### src/rtl/core_bus_arbiter_pkg.sv
// Shared types for the core bus arbiter.
// Contents: Avalon-MM request/response structs, owner tags for the response
// FIFO, and the arbiter FSM state encoding.
package core_bus_arbiter_pkg;

  typedef struct packed {
    logic        read;
    logic        write;
    logic [31:0] address;
    logic [31:0] writedata;
    logic [3:0]  byteenable;
  } avalon_req_t;

  typedef struct packed {
    logic [31:0] readdata;
    logic        waitrequest;
    logic        readdatavalid;
  } avalon_resp_t;

  localparam logic ARB_TAG_IBUS = 1'b0;
  localparam logic ARB_TAG_DBUS = 1'b1;

  typedef enum logic [1:0] {
    StIdle,
    StOwnI,
    StOwnD
  } arb_state_e;

endpackage

### src/rtl/arb_tag_fifo.sv
// Owner-tag FIFO: records which master issued each accepted read so that the
// in-order read responses can be routed back.
// Ports:
//   clk, rst        clock, synchronous active-high reset (empties the FIFO)
//   push, push_data write a tag; ignored while full
//   pop,  pop_data  consume the head; ignored while empty, pop_data = 0 when empty
//   full, empty     registered occupancy flags
//   count           number of stored tags
module arb_tag_fifo #(
  parameter int unsigned DEPTH = 4,
  parameter int unsigned WIDTH = 1
) (
  input  logic                             clk,
  input  logic                             rst,
  input  logic                             push,
  input  logic [WIDTH-1:0]                 push_data,
  input  logic                             pop,
  output logic [WIDTH-1:0]                 pop_data,
  output logic                             full,
  output logic                             empty,
  output logic [$clog2(DEPTH+1)-1:0]       count
);

  localparam int unsigned CntW = $clog2(DEPTH + 1);
  localparam int unsigned PtrW = (DEPTH > 1) ? $clog2(DEPTH) : 1;

  logic [WIDTH-1:0] mem_q [DEPTH];
  logic [PtrW-1:0]  wr_ptr_q, rd_ptr_q;
  logic [CntW-1:0]  count_q;
  logic             do_push, do_pop;

  assign full     = (count_q == CntW'(DEPTH));
  assign empty    = (count_q == '0);
  assign count    = count_q;
  assign do_push  = push & ~full;
  assign do_pop   = pop & ~empty;
  assign pop_data = empty ? '0 : mem_q[rd_ptr_q];

  always_ff @(posedge clk) begin
    if (rst) begin
      wr_ptr_q <= '0;
      rd_ptr_q <= '0;
      count_q  <= '0;
    end else begin
      if (do_push) begin
        mem_q[wr_ptr_q] <= push_data;
        wr_ptr_q <= (wr_ptr_q == PtrW'(DEPTH - 1)) ? '0 : wr_ptr_q + PtrW'(1);
      end
      if (do_pop) begin
        rd_ptr_q <= (rd_ptr_q == PtrW'(DEPTH - 1)) ? '0 : rd_ptr_q + PtrW'(1);
      end
      unique case ({do_push, do_pop})
        2'b10:   count_q <= count_q + CntW'(1);
        2'b01:   count_q <= count_q - CntW'(1);
        default: count_q <= count_q;
      endcase
    end
  end

endmodule

### src/rtl/core_bus_arbiter.sv
// Two-master (ibus, dbus) to one-slave Avalon-MM arbiter.
// A winner is granted with zero latency in IDLE; if the slave stalls, the
// grant is held (OWN_I / OWN_D) until the transfer is accepted. Read owners
// are queued in a tag FIFO and readdatavalid is steered to the head owner.
// Ports:
//   clk, rst                 clock, synchronous active-high reset
//   ibus_avalon_req/resp     instruction-fetch master side
//   dbus_avalon_req/resp     load/store master side
//   mem_avalon_req/resp      shared slave side
// Build option: define CORE_BUS_ARB_ROUND_ROBIN_EN for round-robin contention
// resolution; otherwise dbus always wins.
module core_bus_arbiter
  import core_bus_arbiter_pkg::*;
#(
  parameter int unsigned MAX_OUTSTANDING = 4
) (
  input  logic         clk,
  input  logic         rst,
  input  avalon_req_t  ibus_avalon_req,
  output avalon_resp_t ibus_avalon_resp,
  input  avalon_req_t  dbus_avalon_req,
  output avalon_resp_t dbus_avalon_resp,
  output avalon_req_t  mem_avalon_req,
  input  avalon_resp_t mem_avalon_resp
);

  localparam int unsigned CntW = $clog2(MAX_OUTSTANDING + 1);

  arb_state_e      state_q, state_d;
  logic            i_req, d_req, i_ok, d_ok;
  logic            gnt_valid, gnt_tag;
  logic            accept, push, pop;
  logic            head_tag, tag_full, tag_empty;
  logic [CntW-1:0] tag_count;

  assign i_req = ibus_avalon_req.read | ibus_avalon_req.write;
  assign d_req = dbus_avalon_req.read | dbus_avalon_req.write;
  // Reads are blocked while the FIFO is full (registered flag); writes pass.
  assign i_ok  = i_req & ~(ibus_avalon_req.read & tag_full);
  assign d_ok  = d_req & ~(dbus_avalon_req.read & tag_full);

`ifdef CORE_BUS_ARB_ROUND_ROBIN_EN
  // Holds the tag of the master granted most recently.
  logic rr_q;
  always_ff @(posedge clk) begin
    if (rst) begin
      rr_q <= ARB_TAG_IBUS;
    end else if (accept) begin
      rr_q <= gnt_tag;
    end
  end
`endif

  always_comb begin
    state_d   = state_q;
    gnt_valid = 1'b0;
    gnt_tag   = ARB_TAG_IBUS;
    unique case (state_q)
      StIdle: begin
        if (i_ok && d_ok) begin
          gnt_valid = 1'b1;
`ifdef CORE_BUS_ARB_ROUND_ROBIN_EN
          gnt_tag   = ~rr_q;
`else
          gnt_tag   = ARB_TAG_DBUS;
`endif
        end else if (d_ok) begin
          gnt_valid = 1'b1;
          gnt_tag   = ARB_TAG_DBUS;
        end else if (i_ok) begin
          gnt_valid = 1'b1;
          gnt_tag   = ARB_TAG_IBUS;
        end
        if (gnt_valid && mem_avalon_resp.waitrequest) begin
          state_d = (gnt_tag == ARB_TAG_DBUS) ? StOwnD : StOwnI;
        end
      end
      StOwnI: begin
        gnt_tag = ARB_TAG_IBUS;
        if (!i_ok) begin
          state_d = StIdle;
        end else begin
          gnt_valid = 1'b1;
          if (!mem_avalon_resp.waitrequest) state_d = StIdle;
        end
      end
      StOwnD: begin
        gnt_tag = ARB_TAG_DBUS;
        if (!d_ok) begin
          state_d = StIdle;
        end else begin
          gnt_valid = 1'b1;
          if (!mem_avalon_resp.waitrequest) state_d = StIdle;
        end
      end
      default: state_d = StIdle;
    endcase
    // Nothing is granted while reset is held so the slave sees an idle bus.
    if (rst) gnt_valid = 1'b0;
  end

  always_ff @(posedge clk) begin
    if (rst) begin
      state_q <= StIdle;
    end else begin
      state_q <= state_d;
    end
  end

  assign accept = gnt_valid & ~mem_avalon_resp.waitrequest;
  assign push   = accept & mem_avalon_req.read;
  assign pop    = mem_avalon_resp.readdatavalid & ~tag_empty & ~rst;

  always_comb begin
    mem_avalon_req = '0;
    if (gnt_valid) begin
      mem_avalon_req = (gnt_tag == ARB_TAG_DBUS) ? dbus_avalon_req : ibus_avalon_req;
    end

    ibus_avalon_resp = '0;
    dbus_avalon_resp = '0;
    ibus_avalon_resp.waitrequest = 1'b1;
    dbus_avalon_resp.waitrequest = 1'b1;
    if (gnt_valid) begin
      if (gnt_tag == ARB_TAG_DBUS) dbus_avalon_resp.waitrequest = mem_avalon_resp.waitrequest;
      else                         ibus_avalon_resp.waitrequest = mem_avalon_resp.waitrequest;
    end

    // Data is broadcast only for a response that has an owner.
    if (pop) begin
      ibus_avalon_resp.readdata      = mem_avalon_resp.readdata;
      dbus_avalon_resp.readdata      = mem_avalon_resp.readdata;
      ibus_avalon_resp.readdatavalid = (head_tag == ARB_TAG_IBUS);
      dbus_avalon_resp.readdatavalid = (head_tag == ARB_TAG_DBUS);
    end
  end

  arb_tag_fifo #(
    .DEPTH (MAX_OUTSTANDING),
    .WIDTH (1)
  ) u_tag_fifo (
    .clk       (clk),
    .rst       (rst),
    .push      (push),
    .push_data (gnt_tag),
    .pop       (pop),
    .pop_data  (head_tag),
    .full      (tag_full),
    .empty     (tag_empty),
    .count     (tag_count)
  );

  a_ibus_rw_exclusive: assert property (@(posedge clk) disable iff (rst)
    !(ibus_avalon_req.read && ibus_avalon_req.write));
  a_dbus_rw_exclusive: assert property (@(posedge clk) disable iff (rst)
    !(dbus_avalon_req.read && dbus_avalon_req.write));
  a_rdv_has_owner: assert property (@(posedge clk) disable iff (rst)
    mem_avalon_resp.readdatavalid |-> !tag_empty);
  a_own_i_held: assert property (@(posedge clk) disable iff (rst)
    (state_q == StOwnI) |-> i_req);
  a_own_d_held: assert property (@(posedge clk) disable iff (rst)
    (state_q == StOwnD) |-> d_req);
  a_count_bound: assert property (@(posedge clk) disable iff (rst)
    tag_count <= CntW'(MAX_OUTSTANDING));

endmodule

### config.mk
export PLATFORM = sky130hd
export DESIGN_NAME = core_bus_arbiter
export DESIGN_NICKNAME = d
export VERILOG_FILES = /design/src/rtl/core_bus_arbiter_pkg.sv /design/src/rtl/arb_tag_fifo.sv /design/src/rtl/core_bus_arbiter.sv
export SDC_FILE = /design/constraint.sdc
export NUM_CORES = 1
export LEC_CHECK = 0
export ABC_AREA = 1
export CAP_MARGIN = 0
export CORE_AREA = 2 2 120 122
export CTS_CLUSTER_SIZE = 10
export DETAILED_ROUTE_END_ITERATION = 10
export DIE_AREA = 0 0 122 124
export HOLD_SLACK_MARGIN = 0.05
export PLACE_DENSITY = 0.66
export SLEW_MARGIN = 20
export SYNTH_ARGS = -nofsm -noshare
export SYNTH_HDL_FRONTEND = slang
export SYNTH_SLANG_ARGS = --single-unit
### constraint.sdc
create_clock -name clk -period 4.5 [get_ports clk]
set_clock_uncertainty 0.15 [all_clocks]
set_input_delay 0.9 -clock clk [delete_from_list [all_inputs] [get_ports clk]]
set_output_delay 0.9 -clock clk [all_outputs]
set_load 0.05 [all_outputs]
==> impl_summary.txt, run 1 <==
----------------------------------------------------
[Run status]
  Status ... finished clean

[Detailed routing]
  Detailed-router iteration count before antenna repair ... 4
  Routed WL ... ~12,000 um
  Routed wire per std cell ... about 14 um
  Number of DRC violations after detailed-routing iteration 0 ... between 50 and 60
  Number of remaining DRC errors ... 0
  Vias ... about 3,600
  Via count normalized by instance count ... ~4
  Routed Antenna Nets ... 0

[Clocking]
  CTS HTree Levels ... 1
  Clock tree buffer depth ... 2
  Post-CTS clock slew at the launch and capture registers of the worst setup and hold paths ... 0.05 ns
  Worst-skew pair later-pin latency ... approximately 0.24 ns
  Hold-fix buffers, CTS ... 0
  Number of clock sinks seen by CTS ... 15
  Clock tree from TritonCTS ... done
  Post-cts gate resize count ... 0
  Buffer count from post-CTS setup fixing ... 0
  Clk Tree Root Cell ... sky130_fd_sc_hd__clkbuf_16
  Number of CTS-inserted buffers ... 3

[Layout]
  Net count reported at finish ... 887
  # diodes ... 0
  Final standard cell count with taps included and fillers excluded ... around 900
  Layout-stage area growth over the synthesis result ... 160%
  Area of all placed cells without fillers ... roughly 6200 um^2
  Filler instances ... between 1,000 and 1,500
  Share of layout cells above drive strength 1 ... 13.4%
  Final core area utilization ... between 40% and 50%

[Floorplan]
  Count of pins on the block boundary ... approximately 310
  Core Box Area ... 13,700 um^2
  Initial core utilization ... 17.4%
  Die Area ... between 15,000 and 20,000 um^2
  Overall die width ... ~120 um
  Height of the die ... 124 um
  Number of core rows ... between 40 and 50

[Global routing]
  Pin count of the biggest net entering global routing ... between 50 and 60
  Number of antenna violations at the first check in global routing ... 0
  Overflow left after global routing ... 0
  Global router's overall resource usage ... around 14%
  Number of global-route vias before repair ... 3,120
  First-pass GRT wire length ... 16,600 um

[Timing]
  Final count of hold timing violations ... 0
  Post-route fraction of the period consumed by the critical path ... approximately nine tenths
  Pins over their slew limit ... 0
  Minimum clock period ... 4.02 ns
  Worst-case setup margin in the final layout ... slightly below 0.5 ns
  Number of failing setup endpoints in the final timing report ... 0
  Relative max-transition margin ... between 60% and 70%
  Highest clock rate ... ~250 MHz
  Sum Neg Setup Slack ... 0 ns
  Slew at the pin closest to its max-slew limit ... roughly 0.56 ns
  RSZ-0062 raised after global routing ... false
  Fin Hold WS ... 0.350 ns

[Placement]
  Detailed Place HPWL ... around 11,000 um
  Final RePlAce weighted congestion ... 0.755
  Pre-CTS setup slack ... around 0.47 ns
  Number of placed instances with taps included ... between 800 and 900
  Placement-stage cell area ... about 6100 um^2
  Number of buffers added on ports ... 313

[Power]
  Overall Power ... 1.14 mW
  Leakage power of the design ... between 2 and 3 nW
  PwrDens ... between 150 and 200 nW/um^2
  Worst ir drop on vdd ... a little under 0.1 mV

[Worst setup path]
  Endpoint class of the critical path ... output pin
  Highest-delay cell along the critical path ... sky130_fd_sc_hd__clkdlybuf4s50_1
  Endpoint arrival time on the critical path ... ~3 ns
  Maximum fanout along the worst path ... 34
  Launch point of the worst path ... mem_avalon_resp[0]
  Critical register-to-register path startpoint ... u_tag_fifo.count[1]
  CP peak stage delay ... 0.85 ns
  Ordered cell list for the critical path ... clkdlybuf4s50_1 > nand2_1 > nor2_1 > inv_2 > nor2_1 > clkdlybuf4s50_1
  Kind of critical path ... in -> out
  Critical path's top delay family ... buffers and inverters
  Critical path buffer and inverter count ... 3
  Kind of start point of the critical path ... primary input
  Required time at the worst-slack endpoint ... ~3.5 ns

[Logic synthesis]
  Gate Count Post-Synth ... 436
  Synthesized area ... about 2400 um^2
  Sequential area share after synthesis ... between 10 and 15%
  Number of distinct library cells after synthesis ... 27
  Post-synthesis register bit count ... 15
  Syn Nets ... roughly 620
  Warnings, synthesis ... 0
  Post-synthesis average cell area ... roughly 5.5 um^2

[Worst hold path]
  Class of the tightest hold or removal check ... reg -> reg
  Startpoint of the lowest-slack hold path ... u_tag_fifo.rd_ptr_q[1]

[Run]
  Maximum capacitance violations ... 0

----------------------------------------------------
==> worst register-to-register path, delay by kind of cell (launching register included) <==
family,cells,cell delay [ns]
buf+inv,1,0.06
fa+ha+maj,2,0.52
compound gates,4,0.48
flops,1,0.32
simple gates,7,1.16
==> layout by cell type (no fill, tap or decap), types with 2 or more instances in the layout <==
cell type / netlist / final
sky130_fd_sc_hd__nor2_4: 2 / 2
sky130_fd_sc_hd__a21oi_1: 77 / 77
sky130_fd_sc_hd__nand2_1: 157 / 157
sky130_fd_sc_hd__nor2_1: 45 / 45
sky130_fd_sc_hd__nand3_1: 5 / 5
sky130_fd_sc_hd__nand2_4: 2 / 2
sky130_fd_sc_hd__inv_1: 52 / 52
sky130_fd_sc_hd__dfxtp_1: 11 / 11
sky130_fd_sc_hd__edfxtp_1: 4 / 4
sky130_fd_sc_hd__clkdlybuf4s50_1: 0 / 240
sky130_fd_sc_hd__ha_1: 6 / 6
sky130_fd_sc_hd__inv_2: 2 / 2
sky130_fd_sc_hd__o21ai_0: 5 / 5
sky130_fd_sc_hd__clkbuf_16: 0 / 3
sky130_fd_sc_hd__buf_12: 0 / 74
sky130_fd_sc_hd__buf_4: 33 / 5
==> cells by family (layout without fill, tap and decap cells) <==
| kind of cell | count (synthesis) | after routing | share of synthesized area (%) |
|---|---|---|---|
| AO/OA/AOI/OAI | 87 | 87 | 19.0 |
| adder cells (fa/ha/maj) | 7 | 7 | 3.98 |
| buffers and inverters | 111 | 378 | 26.0 |
| flip-flops | 15 | 15 | 14.2 |
| AND/OR/NAND/NOR | 216 | 216 | 36.7 |
==> path summary, 6_finish.rpt <==
kind,end,slack (ns),cells after the start
hold / removal,flip-flop,0.35,2
setup / recovery,ibus_avalon_resp[28],0.48,6
setup reg to reg,u_tag_fifo.count[2],1.70,14
hold reg to reg,flip-flop,0.35,2
==> where the power goes <==
group / internal [mW] / switching, mW
clock network: 0.120 / 0.0500
logic: 0.397 / 0.425
registers: 0.144 / 0.00294
==> area by class of cell <==
| type | count | area, um^2 | share of cell area (%) |
|---|---|---|---|
| timing repair buffer | 319 | 3920 | 63.2 |
| tap | 180 | 225 | 3.63 |
| sequential | 15 | 340 | 5.49 |
| multi-input combinational | 310 | 1430 | 23.0 |
| inverter | 55 | 209 | 3.37 |
| clock buffer | 4 | 78.8 | 1.27 |
==> synthesized netlist by cell type, drive strengths merged <==
library cell,n,area share (%)
nand2,160,26
a21oi,77,16
buf,56,17
inv,55,8.7
nor2,47,8.0
dfxtp,11,9.2
nand3,7,2.2
ha,6,3.1
o21ai,5,1.0
edfxtp,4,5.0
or2,2,0.63
a311oi,1,0.37
a32oi,1,0.37
fa,1,0.84
o2111ai,1,0.37
o211a,1,0.42
o211ai,1,0.31
==> metal layers <==
| layer | GRT usage (%) | vias to the layer above | share of wire (%) | wire length, um |
|---|---|---|---|---|
| met4 | 1.80 | 0 | 0.59 | 71 |
| met2 | 28.0 | 189 | 54 | 6530 |
| met3 | 4.21 | 7 | 11 | 1280 |
| met5 | 0 | - | 0 | 0 |
| li1 | - | 1849 | - | - |
| met1 | 14.9 | 1521 | 35 | 4210 |
No activity file was read; power rests on OpenSTA's default activity.
==> run 2: changes to the inputs <==
Clock period 4.5 ns to 4.8 ns, I/O delays scaled along.
==> impl_summary.txt, run 2 (synthesis gave the netlist of run 1 again) <==
----------------------------------------------------
[Run status]
  Status ... finished clean

[Floorplan]
  Overall die width ... roughly 120 um
  Number of core rows ... 43
  Core Box Area ... roughly 14,000 um^2
  Initial core utilization ... 17.4%
  Height of the die ... between 100 and 150 um
  Count of pins on the block boundary ... 314
  Die Area ... ~15,000 um^2

[Layout]
  Most common cell after layout, fill and taps aside ... sky130_fd_sc_hd__clkdlybuf4s50_1
  Final standard cell count with taps included and fillers excluded ... around 880
  Layout-stage area growth over the synthesis result ... 158%
  Net count reported at finish ... about 890
  Most used cells in the layout excluding fill and tap cells ... 241 x sky130_fd_sc_hd__clkdlybuf4s50_1, 157 x sky130_fd_sc_hd__nand2_1, 77 x sky130_fd_sc_hd__a21oi_1
  # diodes ... 0
  Multi-input combinational cell area ... 1430 um^2
  Filler instances ... between 1,000 and 1,500
  Share of layout cells above drive strength 1 ... about an eighth
  Final core area utilization ... 45.0%
  Reg area ... 340 um^2

[Detailed routing]
  Routed Antenna Nets ... 0
  Via count normalized by instance count ... around 4.0
  Routed wire per std cell ... approximately 14 um
  Vias ... around 3,600
  Number of remaining DRC errors ... 0
  Detailed-router iteration count before antenna repair ... 5
  Routed WL ... around 12,000 um
  Number of DRC violations after detailed-routing iteration 0 ... 92

[Worst setup path]
  Critical path buffer and inverter count ... 3
  Critical path's top delay family ... buffers and inverters
  Required time at the worst-slack endpoint ... approximately 3.7 ns
  Endpoint arrival time on the critical path ... just over 3 ns
  Endpoint class of the critical path ... output pin
  CP peak stage delay ... about 0.9 ns
  Highest-delay cell along the critical path ... sky130_fd_sc_hd__clkdlybuf4s50_1
  Kind of start point of the critical path ... primary input
  Maximum fanout along the worst path ... 34
  Kind of critical path ... in -> out
  Ordered cell list for the critical path ... clkdlybuf4s50_1 > nand2_1 > nor2_1 > inv_2 > nor2_1 > clkdlybuf4s50_1

[Worst hold path]
  Class of the tightest hold or removal check ... reg -> reg

[Clocking]
  Hold-fix buffers, CTS ... 0
  Number of clock sinks seen by CTS ... 15
  Number of CTS-inserted buffers ... 3
  Worst-skew pair later-pin latency ... roughly 0.25 ns
  Clock tree buffer depth ... 2
  Buffer count from post-CTS setup fixing ... 0
  CTS HTree Levels ... 1
  Clock tree from TritonCTS ... done
  Post-cts gate resize count ... 0
  Clk Tree Root Cell ... sky130_fd_sc_hd__clkbuf_16
  Post-CTS clock slew at the launch and capture registers of the worst setup and hold paths ... 0.05 ns

[Timing]
  Post-route fraction of the period consumed by the critical path ... 87.2%
  Final count of hold timing violations ... 0
  Minimum clock period ... 4.18 ns
  RSZ-0062 raised after global routing ... false
  Pins over their slew limit ... 0
  Number of failing setup endpoints in the final timing report ... 0
  Sum Neg Setup Slack ... 0 ns
  Relative max-transition margin ... between 50 and 60%
  Slew at the pin closest to its max-slew limit ... around 0.6 ns
  Highest clock rate ... 239 MHz

[Power]
  PwrDens ... around 170 nW/um^2
  Overall Power ... ~1.1 mW
  Worst ir drop on vdd ... roughly 0.10 mV
  Leakage power of the design ... 2.62 nW

[Placement]
  Final RePlAce weighted congestion ... between 0.7 and 0.8
  Detailed Place HPWL ... roughly 11,000 um
  Number of buffers added on ports ... around 310
  Number of placed instances with taps included ... a little under 900

[Run]
  Maximum capacitance violations ... 0

[Global routing]
  Number of antenna violations at the first check in global routing ... 0
  Pin count of the biggest net entering global routing ... 75
  First-pass GRT wire length ... around 18,000 um
  Global router's overall resource usage ... 15.0%
  Number of global-route vias before repair ... between 3,000 and 4,000
  Overflow left after global routing ... 0

----------------------------------------------------
## run 2: changes by cell type in the layout (fill, tap and decap cells not counted), sizes merged
cell | previous run | this run
buf | 79 | 77
clkdlybuf4s50 | 240 | 241
## run 2: area by class of cell
cell class	count	area share, %
Timing Repair Buffer	318	63.1
Multi-Input combinational cell	310	23.1
Clock buffer	4	1.28
Inverter	55	3.39
Sequential cell	15	5.51
Tap cell	180	3.65
## run 2: tightest hold or removal path, stage by stage, from the launching register on
cell and delay [ns]:
sky130_fd_sc_hd__dfxtp_1 0.33, sky130_fd_sc_hd__inv_2 0.07, sky130_fd_sc_hd__a21oi_1 0.05
## run 2: report_power, final
group	switching (mW)	total [mW]	internal (mW)
combinational	0.399	0.767	0.368
clock	0.0503	0.163	0.112
sequential	0.00283	0.137	0.134
total	0.452	1.07	0.615
## run 2: per-stage QoR
| stage | cell area, um^2 | hold WS (ns) | worst slack [ns] |
|---|---|---|---|
| after global placement | 6090 | 0.350 | 0.649 |
| after global routing | 6170 | 0.393 | 0.496 |
| after floorplan | 2390 | 0.304 | 1.24 |
| final | 6170 | 0.353 | 0.616 |
| after CTS | 6170 | 0.353 | 0.590 |
| after detailed placement | 6090 | 0.346 | 0.641 |
## run 2: worst paths after layout
path	from	end	slack, ns	depth (start not counted)
max	mem_avalon_resp[0]	ibus_avalon_resp[4]	0.62	6
max reg2reg	u_tag_fifo.count[1]	u_tag_fifo.count[2]	1.99	14
min	u_tag_fifo.count[2]	u_tag_fifo.count[2]	0.35	2
min reg2reg	u_tag_fifo.count[2]	u_tag_fifo.count[2]	0.35	2
## run 2: per-layer routing
metal  global-route usage [%]  wire length, um
met1                     15.8             4300
met2                     30.2             6750
met5                        0                0
met3                     4.08             1250
met4                     1.65               65
==> run 3: changes to the inputs <==
Settings changed: CELL_PAD_IN_SITES_DETAIL_PLACEMENT set to 0, CELL_PAD_IN_SITES_GLOBAL_PLACEMENT set to 1, CORE_AREA 2 2 120 122 to unset, CORE_UTILIZATION set to 15, DIE_AREA 0 0 122 124 to unset, PLACE_DENSITY 0.66 to 0.92.
==> impl_summary.txt, run 3 (synthesis gave the netlist of run 1 again) <==
----------------------------------------------------
[Run status]
  Status ... finished clean

[Timing]
  Pins over their slew limit ... 0
  Post-route fraction of the period consumed by the critical path ... 88.0%
  Highest clock rate ... between 200 and 250 MHz
  RSZ-0062 raised after global routing ... false
  Sum Neg Setup Slack ... 0 ns
  Relative max-transition margin ... between 60% and 70%
  Number of failing setup endpoints in the final timing report ... 0
  Slew at the pin closest to its max-slew limit ... approximately 0.55 ns
  Final count of hold timing violations ... 0
  Minimum clock period ... roughly 4.2 ns

[Layout]
  Net count reported at finish ... 886
  # diodes ... 0
  Most used cells in the layout excluding fill and tap cells ... 241 x sky130_fd_sc_hd__clkdlybuf4s50_1, 157 x sky130_fd_sc_hd__nand2_1, 77 x sky130_fd_sc_hd__a21oi_1
  Share of layout cells above drive strength 1 ... 13.2%
  Layout-stage area growth over the synthesis result ... 160%
  Most common cell after layout, fill and taps aside ... sky130_fd_sc_hd__clkdlybuf4s50_1

[Detailed routing]
  Detailed-router iteration count before antenna repair ... 4
  Number of remaining DRC errors ... 0
  Routed wire per std cell ... between 10 and 15 um
  Routed Antenna Nets ... 0
  Vias ... 3,648
  Via count normalized by instance count ... roughly 4
  Routed WL ... 12,400 um
  Number of DRC violations after detailed-routing iteration 0 ... 101

[Power]
  Fraction of power consumed by combinational cells ... 71.9%
  Sw frac ... approximately 43%
  Net switching power ... between 0.4 and 0.5 mW
  Internal power of the cells ... around 0.61 mW
  Overall Power ... 1.07 mW
  Clock group share of total power ... ~15%
  Sequential cell fraction of total power ... approximately 13%
  PwrDens ... 172 nW/um^2
  Leakage power of the design ... 2.62 nW
  Worst ir drop on vdd ... slightly above 0.07 mV

[Floorplan]
  Die Area ... 16,400 um^2
  Height of the die ... approximately 130 um
  Initial core utilization ... 15.5%
  Overall die width ... 128 um
  Count of pins on the block boundary ... between 300 and 400
  Number of core rows ... 45
  Core Box Area ... ~15,000 um^2

[Clocking]
  CTS HTree Levels ... 1
  Post-cts gate resize count ... 0
  Clk Tree Root Cell ... sky130_fd_sc_hd__clkbuf_16
  Number of clock sinks seen by CTS ... 15
  Worst-skew pair later-pin latency ... between 0.2 and 0.3 ns
  Number of CTS-inserted buffers ... 3
  Clock tree buffer depth ... 2
  Clock tree from TritonCTS ... done
  Post-CTS clock slew at the launch and capture registers of the worst setup and hold paths ... 0.05 ns
  Buffer count from post-CTS setup fixing ... 0
  Hold-fix buffers, CTS ... 0

[Global routing]
  Pin count of the biggest net entering global routing ... 43
  First-pass GRT wire length ... between 15,000 and 20,000 um
  Global router's overall resource usage ... 14.1%
  Overflow left after global routing ... 0
  Number of antenna violations at the first check in global routing ... 0
  Number of global-route vias before repair ... around 3,500

[Worst hold path]
  Class of the tightest hold or removal check ... reg -> reg

[Worst setup path]
  Required time at the worst-slack endpoint ... roughly 3.7 ns
  Maximum fanout along the worst path ... 42
  Endpoint class of the critical path ... output pin
  Kind of start point of the critical path ... primary input
  Kind of critical path ... in -> out
  Endpoint arrival time on the critical path ... 3.11 ns

[Placement]
  Final RePlAce weighted congestion ... 0.795
  Number of buffers added on ports ... 313
  Detailed Place HPWL ... 10,700 um

[Run]
  Maximum capacitance violations ... 0

----------------------------------------------------
## run 3: path summary, 6_finish.rpt
path / start / endpoint / slack [ns] / cells past startpoint
hold / removal: u_tag_fifo.rd_ptr_q[1] / flip-flop / 0.34 / 2
hold reg to reg: u_tag_fifo.rd_ptr_q[1] / flip-flop / 0.34 / 2
setup reg to reg: u_tag_fifo.count[1] / u_tag_fifo.count[2] / 1.90 / 14
setup / recovery: dbus_avalon_req[69] / mem_avalon_req[4] / 0.58 / 9
## run 3: final cells by class
cell class	instances	area [um^2]
Clock buffer	3	75.1
Clock inverter	1	5.00
Fill cell	1552	9170
Inverter	55	209
Multi-Input combinational cell	310	1430
Sequential cell	15	340
Tap cell	211	264
Timing Repair Buffer	318	3880
## run 3: power groups by stage
stage          Combinational, mW  Clock [mW]  Sequential, mW
2_1_floorplan              0.356           0           0.139
3_3_place_gp               0.771           0           0.139
3_5_place_dp               0.772           0           0.140
4_1_cts                    0.774       0.167           0.137
5_1_grt                    0.805       0.172           0.138
6_report                   0.766       0.162           0.137
## run 3: through the flow
stage / hold WS, ns / util [%] / area (um^2) / instances / setup WS [ns]
floorplan: 0.304 / - / 2390 / 436 / 1.24
global placement: 0.332 / 39.8 / 6120 / 909 / 0.579
detailed placement: 0.333 / 39.8 / 6120 / 909 / 0.563
CTS: 0.340 / 40.3 / 6200 / 913 / 0.554
global route: 0.378 / 40.3 / 6200 / 913 / 0.442
finish: 0.338 / 40.3 / 6200 / 913 / 0.577
## run 3: layer usage
layer  GRT usage, %  part of all wire, %  up-vias  wire [um]
li1               -                    -     1843          -
met1           13.6                   34     1582       4220
met2           28.9                   55      210       6890
met3           3.38                  8.6       13       1080
met4           4.01                  2.1        0        259
met5              0                    0        -          0
## run 3: worst max-delay path, cell delays in order
cell and delay, ns:
sky130_fd_sc_hd__clkdlybuf4s50_1 0.48, sky130_fd_sc_hd__or2_4 0.29, sky130_fd_sc_hd__nand3_4 0.11, sky130_fd_sc_hd__nand2_4 0.22, sky130_fd_sc_hd__inv_4 0.25, sky130_fd_sc_hd__buf_12 0.24, sky130_fd_sc_hd__nand2_1 0.07, sky130_fd_sc_hd__a21oi_1 0.29
sky130_fd_sc_hd__buf_12 0.18
